<file path="src/rtl/inst_fetch.sv">
// Three-stage instruction fetch: S1 issues the ICache read, S2 captures the
// returned word, S3 presents it to decode. Stall backs up from S3; flush kills all.
module inst_fetch #(
  parameter int unsigned DATA = 32,
  parameter int unsigned ADDR = 12
) (
  input  logic            clk,
  input  logic            rst_n,
  input  logic [31:0]     PC_in_IF_PC,
  input  logic            GRT_RR_IF,
  input  logic            Flush_PC_IF,
  input  logic            Stall_ID_IF,
  input  logic [DATA-1:0] Data_ICache_IF,
  output logic            Rd_IF_ICache,
  output logic [ADDR-1:0] Addr_IF_ICache,
  output logic [DATA-1:0] Inst_IF_ID,
  output logic [31:0]     PC_IF_ID,
  output logic            Valid_IF_ID,
  output logic            valid_1_IF_PC,
  output logic            valid_2_IF_PC,
  output logic            valid_3_IF_PC
);

  logic            v1, v2, v3;
  logic [31:0]     pc1, pc2, pc3;
  logic [DATA-1:0] inst2, inst3;
  logic            hold;
  logic            s2Load;

  assign hold   = Stall_ID_IF && v3;
  // A full S2 behind a held S3 cannot accept the returning word, so no new read.
  assign s2Load = !(v2 && hold);

  assign Rd_IF_ICache   = rst_n && GRT_RR_IF && !Flush_PC_IF && s2Load;
  assign Addr_IF_ICache = PC_in_IF_PC[ADDR+1:2];

  always_ff @(posedge clk) begin
    if (!rst_n) begin
      v1    <= 1'b0;
      v2    <= 1'b0;
      v3    <= 1'b0;
      pc1   <= '0;
      pc2   <= '0;
      pc3   <= '0;
      inst2 <= '0;
      inst3 <= '0;
    end else begin
      pc1 <= PC_in_IF_PC;
      if (s2Load) begin
        inst2 <= Data_ICache_IF;
        pc2   <= pc1;
      end
      if (!hold) begin
        inst3 <= inst2;
        pc3   <= pc2;
      end
      // Flush only clears the valid bits; the data path keeps moving harmlessly.
      if (Flush_PC_IF) begin
        v1 <= 1'b0;
        v2 <= 1'b0;
        v3 <= 1'b0;
      end else begin
        v1 <= Rd_IF_ICache;
        if (s2Load) v2 <= v1;
        if (!hold)  v3 <= v2;
      end
    end
  end

  assign Valid_IF_ID   = rst_n && v3 && !Flush_PC_IF;
  assign Inst_IF_ID    = inst3;
  assign PC_IF_ID      = pc3;
  assign valid_1_IF_PC = v1;
  assign valid_2_IF_PC = v2;
  assign valid_3_IF_PC = v3;

endmodule

</file>
<file path="config.mk">
export PLATFORM = sky130hd
export DESIGN_NAME = inst_fetch
export DESIGN_NICKNAME = d
export VERILOG_FILES = /design/src/rtl/inst_fetch.sv
export SDC_FILE = /design/constraint.sdc
export NUM_CORES = 1
export LEC_CHECK = 0
export CAP_MARGIN = 0
export CORE_MARGIN = 2
export CORE_UTILIZATION = 53
export CTS_CLUSTER_SIZE = 8
export DETAILED_ROUTE_END_ITERATION = 7
export PLACE_DENSITY = 0.92
export SLEW_MARGIN = 20
export SYNTH_ARGS = -nofsm -noshare
export SYNTH_HDL_FRONTEND = slang
export SYNTH_SLANG_ARGS = --single-unit
</file>
<file path="constraint.sdc">
create_clock -name clk -period 3 [get_ports clk]
set_input_delay 0.6 -clock clk [delete_from_list [all_inputs] [get_ports clk]]
set_output_delay 0.6 -clock clk [all_outputs]
set_load 0.05 [all_outputs]
</file>
==> impl_summary.txt <==
----------------------------------------------------
[Run status]
  Outcome ... finished, final reports clean

[Synthesis]
  Synth Cell Area ... 6380 um^2
  Count of cell types in the netlist ... 15
  Instance count of the mapped netlist ... 660
  Share of the synthesized area in the top cell type ... 51.1%
  Post-synth top area cell ... sky130_fd_sc_hd__dfxtp_1
  Primary FF master, synth ... sky130_fd_sc_hd__dfxtp_1
  Total of flip-flops plus latches after synthesis ... 163
  Largest cells by area after synthesis ... sky130_fd_sc_hd__dfxtp_1 (51%), sky130_fd_sc_hd__mux2i_1 (10%), sky130_fd_sc_hd__o21a_1 (7.6%)
  Number of flops mapped to enable cells by yosys ... 0
  Mapped Avg Cell Area ... 9.67 um^2
  Post-Synthesis Net Count ... 729
  Area fraction in and, or, nand and nor cells after synthesis ... 17.6%
  Sequential cell area fraction in the yosys report ... 51.1%
  Synth Area in XOR/XNOR ... 0%
  Complex-gate fraction of the synthesized area ... 15.3%
  Adder-cell area share of the yosys netlist ... 0%
  Leading post-synthesis cells by instance count ... sky130_fd_sc_hd__dfxtp_1 (163), sky130_fd_sc_hd__nand2_1 (128), sky130_fd_sc_hd__and3_1 (65), sky130_fd_sc_hd__o21a_1 (65), sky130_fd_sc_hd__mux2i_1 (64)
  Count leader, synth ... sky130_fd_sc_hd__dfxtp_1
  Portion of netlist area occupied by mux cells ... 10.0%
  Synth warn ... 0
  Share of async-settable or async-resettable flops after synthesis ... 0%
  Main combinational cell family by area after synthesis ... simple AND/OR/NAND/NOR gates

[Global routing]
  First-pass GRT wire length ... 21700 um
  Maximum number of pins on one net before global-route repair ... 225
  Antenna violations before repair ... 0
  Vias in the first global route ... 4628
  Total routing resource utilization after global routing ... 21.0%
  Total congestion overflow ... 0

[Placed design]
  Cell total after placement ... 888
  Gp weighted congestion ... 0.776
  Pre-CTS setup slack ... 499 ps
  Estimated wirelength of the detail-placed design ... 8450 um
  Port buffer count ... 149

[Floorplanning]
  I/O pin count ... 150
  Initial Utilization ... 53.8%
  Area inside the core boundary ... 11900 um^2
  DIE AREA ... 12900 um^2
  Die X-Extent ... 114 um
  Die height ... 114 um
  Cell row count ... 40

[Timing]
  Final setup violation count ... 0
  Layout Skew ... 6.72 ps
  Highest attainable clock frequency ... 0.389 GHz
  Final number of max-transition violations ... 0
  Relative slew margins ... 32.8%
  Final setup TNS ... 0 ps
  Setup repair after global routing missed its margin ... false
  Worst Setup Slack, final ... 432 ps
  Final number of hold-violating endpoints ... 0
  Actual slew at the worst max-slew pin ... 1010 ps
  Period utilization ... 85.6%
  Post-layout minimum cycle time ... 2570 ps

[Worst setup path]
  Startpoint class of the critical path ... flip-flop
  Maximum net fanout on the critical path ... 45
  Logic depth of the worst path, buffers included ... 2
  Cells along the critical path ... buf_4, clkdlybuf4s50_1
  Cell at the slowest stage of the critical path ... sky130_fd_sc_hd__clkdlybuf4s50_1
  Worst reg2reg startpoint ... valid_2_IF_PC
  Crit Path Class ... flip-flop to output pin
  CP top delay family ... buffers and inverters
  Timing startpoint of the critical path ... valid_3_IF_PC
  Capture point of the critical path ... valid_3_IF_PC
  Minimum setup slack among reg-to-reg paths ... 1090 ps
  Reg2reg path depth ... 3
  Data required time at the worst endpoint ... 2400 ps
  Worst path arrival time ... 1970 ps
  Count of buffer and inverter cells on the critical path ... 2
  Critical R2R Capture ... inst2[25]
  Type of destination of the critical path ... output pin
  Delay contributed by the slowest stage of the critical path ... 870 ps

[Route]
  Via/cell ratio ... 5.21
  DR vias ... 4779
  Remaining design rule violation count ... 0
  Count of antenna-violating nets left after detailed routing ... 0
  Max Used Layer ... met4
  Routed met2 length ... 6760 um
  DR iter-0 viols ... 482
  First drt pass iteration count ... 5
  Routed length per placed instance ... 14.7 um
  Met3 layer wire length in the routed design ... 676 um
  Routed WL ... 13500 um
  Routed length on met1 ... 5830 um

[Layout]
  Layout net count ... 829
  Synth-to-layout area growth ... 30.4%
  Fraction of final layout cells sized beyond drive strength 1 ... 4.67%
  Antenna cells ... 0
  Post-Route Utilization ... 70.2%
  Storage element area ... 3260 um^2
  Filler cells ... 911
  Number of standard cells in the layout, taps in and fillers out ... 918
  Combined area of the multi-input logic cells ... 2740 um^2

[Clock tree]
  Clock sinks ... 163
  Source-to-sink clock delay at the later pin of the worst-skew pair ... 410 ps
  CTS tree ... yes
  Max clock buf depth ... 2
  Clock transition at the registers of the reported paths ... 60 ps
  Number of buffers added for setup after CTS ... 0
  Clock Root Buffer ... sky130_fd_sc_hd__clkbuf_16
  Number of hold-repair buffers added at the cts stage ... 0
  Number of H-tree levels ... 4
  Cts bufs inserted ... 17
  Resize count post-CTS ... 0

[Power and ir drop]
  Total power ... 0.00494 W
  Portion of total power attributed to combinational logic ... 10.0%
  Clock Power Share ... 43.4%
  Total power density per cell area ... 594 nW/um^2
  P_int ... 0.00384 W
  Leakage power summed over all cells ... 3.31 nW
  Psw ... 0.00110 W
  Share of power burned in registers ... 46.6%
  Max IR drop VDD ... 358 uV
  Switching fraction of total power ... 22.3%

[Worst hold path]
  Worst hold path class ... flip-flop to flip-flop
  Startpoint of the worst hold path ... pc1[30]

[Run]
  Max-cap violations ... 0

----------------------------------------------------
final cells by class:
class,instances,share of cell area (%)
sequential,163,39.2
clock inverter,5,1.20
clock buffer,25,5.83
timing repair buffer,154,18.6
multi-input combinational,424,33.0
tap,147,2.21
through the flow:
stage          hold slack (ps)  instance area, um^2
6_report                   438                 8320
5_1_grt                    450                 8320
4_1_cts                    440                 8320
3_5_place_dp               431                 7740
3_3_place_gp               424                 7740
2_1_floorplan              420                 6380
worst register-to-register path: cells and delay by family, from the launching register on:
family                 cells  cell delay [ps]
buffers and inverters      1              730
DFF                        1              360
muxes                      1              340
and+or+nand+nor            1              390
logic make-up after synthesis:
| kind of cell | Yosys count |
|---|---|
| simple gates | 230 |
| flops | 163 |
| compound gates | 130 |
| buf+inv | 73 |
| mux | 64 |
routing by layer:
| layer | up-vias | global-route usage, % |
|---|---|---|
| met3 | 16 | 4.84 |
| met1 | 2239 | 25.8 |
| met4 | 0 | 9.19 |
| met2 | 129 | 35.6 |
| li1 | 2395 | - |
| met5 | - | 0 |
worst min-delay path by stage:
stage,slack [ps],to,cells after the start
2_1_floorplan,420,pc2[0],2
3_3_place_gp,420,pc2[8],2
3_5_place_dp,430,pc2[10],2
4_1_cts,440,pc2[14],2
5_1_grt,450,pc2[5],2
6_report,440,pc2[30],2
state kept, by name, indices dropped and copies added, names as in the netlist:
register and flops:
PC_IF_ID 32, pc2 32, valid_2_IF_PC 1, inst2 32, valid_1_IF_PC 1, Inst_IF_ID 32
pc1 32, valid_3_IF_PC 1
power by group through the flow:
stage	combinational, W	clock (W)	sequential (W)
2_1_floorplan	0.000209	0	0.00244
3_3_place_gp	0.000481	0	0.00234
3_5_place_dp	0.000494	0	0.00235
4_1_cts	0.000497	0.00218	0.00230
5_1_grt	0.000530	0.00227	0.00231
6_report	0.000495	0.00214	0.00230
cell usage in the layout (no fill, tap or decap), types with 2 or more instances in the layout:
cell type and count:
sky130_fd_sc_hd__a21boi_0 63, sky130_fd_sc_hd__and2_1 33, sky130_fd_sc_hd__and3_1 64, sky130_fd_sc_hd__and3b_1 2, sky130_fd_sc_hd__buf_12 2, sky130_fd_sc_hd__buf_4 5, sky130_fd_sc_hd__bufinv_16 3, sky130_fd_sc_hd__clkbuf_1 5
sky130_fd_sc_hd__clkbuf_16 17, sky130_fd_sc_hd__clkbuf_8 3, sky130_fd_sc_hd__clkdlybuf4s50_1 145, sky130_fd_sc_hd__clkinv_2 2, sky130_fd_sc_hd__dfxtp_1 162, sky130_fd_sc_hd__mux2i_1 64, sky130_fd_sc_hd__nand2_1 128, sky130_fd_sc_hd__nor2b_1 2
sky130_fd_sc_hd__o21a_1 65
(Power assumes the default switching activity.)
